--- config.mk ---
export PLATFORM = sky130hd
export DESIGN_NAME = k_unphase_serial
export DESIGN_NICKNAME = d
export VERILOG_FILES = /design/src/rtl/k_unphase_serial.sv
export SDC_FILE = /design/constraint.sdc
export NUM_CORES = 1
export LEC_CHECK = 0
export BUFFER_PORTS_ARGS = -buffer_cell sky130_fd_sc_hd__clkbuf_2
export CAP_MARGIN = 15
export CORE_UTILIZATION = 25
export CTS_BUF_LIST = sky130_fd_sc_hd__clkbuf_4
export DETAILED_ROUTE_END_ITERATION = 16
export GPL_ROUTABILITY_DRIVEN = 0
export GPL_TIMING_DRIVEN = 0
export SYNTH_ARGS = -nofsm -noshare
export SYNTH_HDL_FRONTEND = slang
export SYNTH_SLANG_ARGS = --single-unit
--- constraint.sdc ---
create_clock -name clk -period 2.2 [get_ports clk]
set_clock_uncertainty 0.2 [all_clocks]
set_input_delay 0.11 -clock clk [delete_from_list [all_inputs] [get_ports clk]]
set_output_delay 0.11 -clock clk [all_outputs]
set_load 0.02 [all_outputs]
--- src/rtl/k_unphase_serial.sv ---
// Serial un-phaser: undoes a right rotation by k, one left rotation per clock.
// Handshaked in/out; a consume and a new accept may share the same edge.
module k_unphase_serial #(
  parameter int BITSTREAM = 64,
  parameter int K_WIDTH   = 2
) (
  input  logic                 clk,
  input  logic                 rst,
  input  logic                 in_valid,
  output logic                 in_ready,
  input  logic [K_WIDTH-1:0]   k,
  input  logic [BITSTREAM-1:0] in_bits,
  output logic                 out_valid,
  input  logic                 out_ready,
  output logic [BITSTREAM-1:0] out_bits,
  output logic                 busy
);

  localparam logic [1:0] IDLE = 2'd0;
  localparam logic [1:0] ROT  = 2'd1;
  localparam logic [1:0] DONE = 2'd2;

  localparam logic [K_WIDTH-1:0]   CNT_ZERO  = K_WIDTH'(0);
  localparam logic [K_WIDTH-1:0]   CNT_ONE   = K_WIDTH'(1);
  localparam logic [BITSTREAM-1:0] WORK_ZERO = BITSTREAM'(0);

  logic [1:0]           state_r;
  logic [1:0]           state_nxt_s;
  logic [BITSTREAM-1:0] work_r;
  logic [BITSTREAM-1:0] work_nxt_s;
  logic [K_WIDTH-1:0]   cnt_r;
  logic [K_WIDTH-1:0]   cnt_nxt_s;
  logic                 accept_s;

  // Handshake decode from the registered state (in DONE, out_ready opens the input)
  always_comb begin
    in_ready  = 1'b0;
    out_valid = 1'b0;
    busy      = 1'b0;
    case (state_r)
      IDLE: begin
        in_ready = 1'b1;
      end
      ROT: begin
        busy = 1'b1;
      end
      DONE: begin
        in_ready  = out_ready;
        out_valid = 1'b1;
        busy      = 1'b1;
      end
      default: begin
        in_ready = 1'b0;
      end
    endcase
  end

  assign accept_s = in_valid && in_ready;
  assign out_bits = work_r;

  // Next-state, working register and down-counter update
  always_comb begin
    state_nxt_s = state_r;
    work_nxt_s  = work_r;
    cnt_nxt_s   = cnt_r;
    case (state_r)
      IDLE, DONE: begin
        if (accept_s) begin
          work_nxt_s  = in_bits;
          cnt_nxt_s   = k;
          state_nxt_s = (k != CNT_ZERO) ? ROT : DONE;
        end else if (state_r == DONE && out_ready) begin
          state_nxt_s = IDLE;
        end else begin
          state_nxt_s = state_r;
        end
      end
      ROT: begin
        work_nxt_s = {work_r[BITSTREAM-2:0], work_r[BITSTREAM-1]};
        cnt_nxt_s  = cnt_r - CNT_ONE;
        // Counter hits zero on this edge, so ROT spans exactly k cycles
        if (cnt_r == CNT_ONE) begin
          state_nxt_s = DONE;
        end else begin
          state_nxt_s = ROT;
        end
      end
      default: begin
        state_nxt_s = IDLE;
      end
    endcase
  end

  // State registers with synchronous reset
  always_ff @(posedge clk) begin
    if (rst) begin
      state_r <= IDLE;
      work_r  <= WORK_ZERO;
      cnt_r   <= CNT_ZERO;
    end else begin
      state_r <= state_nxt_s;
      work_r  <= work_nxt_s;
      cnt_r   <= cnt_nxt_s;
    end
  end

endmodule

==> results of run 1 <==
## cells by family (layout without fill, tap and decap cells)
group / Yosys count / count (layout)
AO/OA/AOI/OAI: 14 / 14
adder cells (fa/ha/maj): 5 / 5
buffers and inverters: 35 / 255
flip-flops: 68 / 68
multiplexers: 130 / 130
AND/OR/NAND/NOR: 138 / 138
## flip-flops by register name (all words and copies together) (netlist names)
name and cells:
out_bits 64, cnt_r 2, state_r 2
## power by group
part | leakage [uW] | internal, uW | switching, uW | total [uW]
combinational | 0.00208 | 926 | 875 | 1800
clock | 0.0000664 | 216 | 495 | 711
sequential | 0.000561 | 1420 | 139 | 1560
total | 0.00271 | 2560 | 1510 | 4070
## routing by layer
layer  part of all wire (%)  track usage (%)  routed length [um]
met5                      0                0                   0
met2                     50             24.8                5650
met3                    4.3             4.38                 488
met4                   0.88             3.81                 100
met1                     45             16.3                5160
## cells in the mapped netlist, types with 2 or more instances
library cell,count
nor2_1,69
dfxtp_1,68
mux2i_1,65
nor2b_1,64
mux2_4,50
mux2_2,15
clkbuf_1,13
buf_2,8
buf_12,6
ha_1,5
inv_1,5
o21ai_0,3
a22o_1,2
nand2_1,2
## cell type report
class / instances / share of cell area (%)
Multi-Input combinational cell: 287 / 41.9
Timing Repair Buffer: 205 / 23.8
Sequential cell: 68 / 23.5
Tap cell: 216 / 4.64
Buffer: 28 / 4.04
Clock buffer: 9 / 1.16
Clock inverter: 7 / 0.580
Inverter: 6 / 0.387
## metrics by stage
step	setup WS, ps	TNS [ps]
floorplan	20.6	0
global placement	9.14	0
detailed placement	-75.8	-2340
CTS	11.8	0
global route	-0.285	-0.285
finish	117	0
## final timing paths
check,cells after the start,endpoint,from,slack (ps)
setup / recovery,8,out_bits[7],state_r[0],120
hold / removal,1,state_r[0],state_r[0],320
setup reg to reg,8,out_bits[7],state_r[0],120
hold reg to reg,1,state_r[0],state_r[0],320
## timing repair
| item | 4_1_cts | 5_1_grt |
|---|---|---|
| pin swaps | 0 | 2 |
| hold buffers | 69 | 0 |
| resized for setup | 3 | 8 |
| endpoints found under the hold margin | 68 | 0 |
| endpoints found under the setup margin | 58 | 60 |
| buffers inserted | 0 | 1 |
==> metrics.txt, run 1 <==
vias per inst 4.21; DRC 0; Cells after Synth 390; Pwr per Cell Area 698 nW/um2; detailed placement HPWL around 7.9 mm; Layout area overhead 43.8%; Post-Syn Area 4050 um2; YS warnings 0; I/O pin total 137; Via Count 3478; fill count 1627; Main synth FF type dfxtp_1; Starting Density 25.6%; Unique masters post-synth 29; Congestion Overflow GR 0; mux contribution to synthesized area 38.8%; Clock Latency Late Sink between 400 and 500 ps; Worst path slowest cell dfxtp_4; DIE HEIGHT between 100 and 150 um; CTS Root Cell clkbuf_4; peak per-stage delay on the critical path 380 ps; H-tree depth 3; Max rail drop VDD approximately 0.32 mV; drt first pass iters 4; die area about 17000 um2; wire length per cell 13.8 um; Slew @ Worst Pin 529 ps; CTS tree done; fin. max-slew vios 0; GRT Util Overall 14.1%; Worst setup EP type register; Setup Crit Path Kind register to register; Reg clk slew, reported paths 130 ps; fin area 5830 um2; initial antenna violation count 0; most frequent cells in the layout clkbuf_2 (135), nor2_1 (69), dlygate4sd3_1 (69); simple-gate share of the synthesized area around 17%; vias in the first global route 3583; Num CTS Buffers 9; Seq cells post-synth between 60 and 70; first-pass GRT wire length 18.1 mm; CP required ~2300 ps; CP Max Fanout 10; Post-synth EDFFs 0; Final Hold Fails 0; Async S/R FF share, synth 0%; Placed Cells roughly 740; fin util 36.8%; final WL 11.4 mm; core footprint approximately 16000 um2; antenna-violating nets left 0; Area contributors post-synth dfxtp_1 (34%), mux2_4 (19%), mux2i_1 (16%); cell family with the largest share of critical-path delay buffers and inverters; antenna cells 0; port bufs roughly 140; Synth Area in Adders 1.54%; Multi-input gate area 2440 um2; final worst-path cycle share 94.7%; Compound-Gate Fraction of Synth Area 2.87%; register area share after synthesis 33.6%; layout cell share with drive strength beyond 1 about two fifths; Lkg Pwr 0.00271 uW; Iteration-0 DRC Markers 93; largest family of logic cells by synthesized area multiplexers; area leader, netlist dfxtp_1; Relative slew margins between 60 and 70%; CP startpoint kind register; CP arrival 2220 ps; Core Rows 46; largest net degree at the start of global routing 20; post-synth top area share 33.6%; final non-filler cell total 826; post-synthesis area per instance 10.4 um2; commonest non-fill, non-tap cell in the layout clkbuf_2; clk sinks 68; Post-layout nets 680; status finished, final reports clean; Crit path top cell by count buf_12; Final setup viols 0; hold slack approximately 320 ps; Die Wd 129 um; Total Power slightly above 4000 uW; crit path time final 2080 ps; Crit path buffers/inverters 4; register area between 1000 and 1500 um2; Placed Area 5000 um2; Post-Syn Nets 465; Synth Area in XOR/XNOR 0%; fmax 480 MHz; CTS max path bufs 2; max-cap check violation count 0; Min-Delay Path Class register to register; crit-path cells inv_1 > ha_2 > a21oi_2 > inv_2 > a22oi_4 > buf_12 > buf_12 > mux2_4
No activity file was read; power rests on OpenSTA's default activity.
==> inputs of run 2 (changes only) <==
Settings changed: CTS_BUF_LIST sky130_fd_sc_hd__clkbuf_4 to default.
==> run 2 against run 1 <==
Net effect: largest cell class unchanged; clock power increased by 88%; sequential power barely moved; via count increased by 0.81%; die area unchanged; flip-flop and latch count stayed put; hold slack got worse by 270 ps; largest power group unchanged; non-clock buffer count down 3; count of clock-buffer cells in the layout grew 1; core utilization grew 0.85 points; register-to-register slack improved by 20 ps; combinational power about the same; design area increased by 2.3%.
==> metrics.txt, run 2 (synthesis results as in run 1) <==
status finished, final reports clean (unchanged); CP startpoint kind register (unchanged); Die Wd 129 um (unchanged); I/O pin total 137 (unchanged); dpl ws -75.8 ps (unchanged); initial antenna violation count 0 (unchanged); grt peak-use layer met2 (unchanged); CP Max Fanout 10 (unchanged); WHS Path Cells 3 (was 1); share of power burned in registers 33.2% (was 38.3%); Reg clk slew, reported paths 60 ps (was 130 ps); max-cap check violation count 0 (unchanged); met1 Use GR 16.1% (was 16.3%); Post-layout nets 677 (was 680); unrepaired setup endpoints after global routing false; FF-to-FF Start state_r[0] (unchanged); fin. max-slew vios 0 (unchanged); Clock Latency Late Sink 340 ps (was 450 ps); fmax 485 MHz (was 480 MHz); CTS tree done (unchanged); DRC 0 (unchanged); layout cell share with drive strength beyond 1 39.5% (was 39.2%); Starting Density 25.6% (unchanged); Setup Crit Path Kind register to register (unchanged); Via Count 3506 (was 3478); Relative slew margins 63.9% (was 64.8%); Min-Delay Path Class primary input to register (was register to register); depth of the worst register-to-register path 8 (unchanged); Slew @ Worst Pin 541 ps (was 529 ps); most frequent cells in the layout clkbuf_2 (135), nor2_1 (69), dfxtp_1 (66), dlygate4sd3_1 (66), mux2i_1 (65) (was clkbuf_2 (135), nor2_1 (69), dlygate4sd3_1 (69)); Final Worst Setup Slack 136 ps (was 117 ps); final worst-path cycle share 93.8% (was 94.7%); wire length per cell 13.8 um (about the same); hold slack 45.4 ps (was 320 ps); clk sinks 68 (unchanged); H-tree depth 3 (unchanged); Int Pwr 3120 uW (was 2560 uW); Psw 1570 uW (was 1510 uW); M3 GR Usage 4.38% (unchanged); max reg flops 64 (unchanged); first-pass GRT wire length 18.0 mm (was 18.1 mm); Max rail drop VDD 0.472 mV (was 0.323 mV); DIE HEIGHT 129 um (unchanged); core footprint 15800 um2 (unchanged); Final setup viols 0 (unchanged); commonest non-fill, non-tap cell in the layout clkbuf_2 (unchanged); Comb power frac 38.2% (was 44.3%); CTS max path bufs 2 (unchanged); vias per inst 4.26 (was 4.21); Pwr per Cell Area 787 nW/um2 (was 698 nW/um2); Lkg Pwr 0.00277 uW (was 0.00271 uW); min-delay src rst (was state_r[0]); switching part of the total 33.4% (was 37.1%); antenna cells 0 (unchanged); Core Rows 46 (unchanged); CTS Root Cell clkbuf_16 (was clkbuf_4); M2 GR Usage 25.0% (was 24.8%); Num CTS Buffers 9 (unchanged); final WL 11.4 mm (about the same); port bufs 135 (unchanged); Worst setup EP type register (unchanged); GRT Util Overall 14.0% (was 14.1%); r2r setup slk 140 ps (was 120 ps); detailed placement HPWL 7.91 mm (unchanged); largest net degree at the start of global routing 20 (unchanged); Worst Hold End out_bits[35] (was state_r[0]); antenna-violating nets left 0 (unchanged); CP required 2220 ps (was 2340 ps); Congestion Overflow GR 0 (unchanged); vias in the first global route 3589 (was 3583); crit path time final 2060 ps (was 2080 ps); clock power share 28.5% (was 17.5%); Final Hold Fails 0 (unchanged); CP arrival 2090 ps (was 2220 ps); drt first pass iters 4 (unchanged); die area 16700 um2 (unchanged); worst r2r dst out_bits[7] (unchanged); Layout area overhead 47.2% (was 43.8%); Iteration-0 DRC Markers 86 (was 93)
-- run 2: cell types whose count changed in the layout (fill, tap and decap cells not counted), sizes merged --
cell / delta
clkbuf: +2
buf: -1
clkinv: -1
dlygate4sd3: -3
-- run 2: how the worst max path moves through the flow --
stage,cells past startpoint,start,endpoint
after detailed placement,8,state_r[1],out_bits[31]
after CTS,8,state_r[0],out_bits[7]
after global placement,8,state_r[1],out_bits[31]
final,8,state_r[0],out_bits[7]
after floorplan,8,state_r[0],cnt_r[1]
after global routing,8,state_r[0],out_bits[53]
-- run 2: cell type report --
type	count	area (um2)
Fill cell	1615	9870
Multi-Input combinational cell	287	2440
Sequential cell	68	1360
Timing Repair Buffer	202	1360
Tap cell	216	270
Clock buffer	10	239
Buffer	28	235
Clock inverter	6	30.0
Inverter	6	22.5
-- run 2: power by group through the flow --
stage | combinational [uW] | clock (uW) | sequential, uW
4_1_cts | 1810 | 1390 | 1560
6_report | 1790 | 1340 | 1560
5_1_grt | 1930 | 1450 | 1580
3_3_place_gp | 1660 | 0 | 1570
2_1_floorplan | 1060 | 0 | 1760
3_5_place_dp | 1690 | 0 | 1580
-- run 2: what timing repair did --
item | CTS | global route
endpoints found under the setup margin | 50 | 64
gates resized for setup | 2 | 7
hold endpoints to repair | 66 | 0
setup buffers | 1 | 0
hold buffers | 66 | 0
pin swaps | 0 | 2
-- run 2: critical path, stage by stage, from the launching register on --
cell and delay (ps):
dfxtp_2 350, inv_1 70, ha_2 230, a21oi_2 160, inv_2 80, a22oi_4 200
buf_12 180, buf_12 160, mux2_4 300
-- run 2: metrics by stage --
step	total power [uW]	utilization (%)	setup TNS [ps]	instance area (um2)	std cells
after global routing	4970	37.7	0	5960	823
after floorplan	2820	-	0	4050	390
final	4690	37.7	0	5960	823
after CTS	4760	37.6	0	5950	823
after global placement	3230	31.6	0	5000	741
after detailed placement	3270	31.6	-2340	5000	741
-- run 2: layer usage --
layer / up-vias / routed length, um
met1: 1684 / 5070
met3: 5 / 480
met2: 83 / 5730
met5: - / 0
met4: 0 / 89
li1: 1734 / -
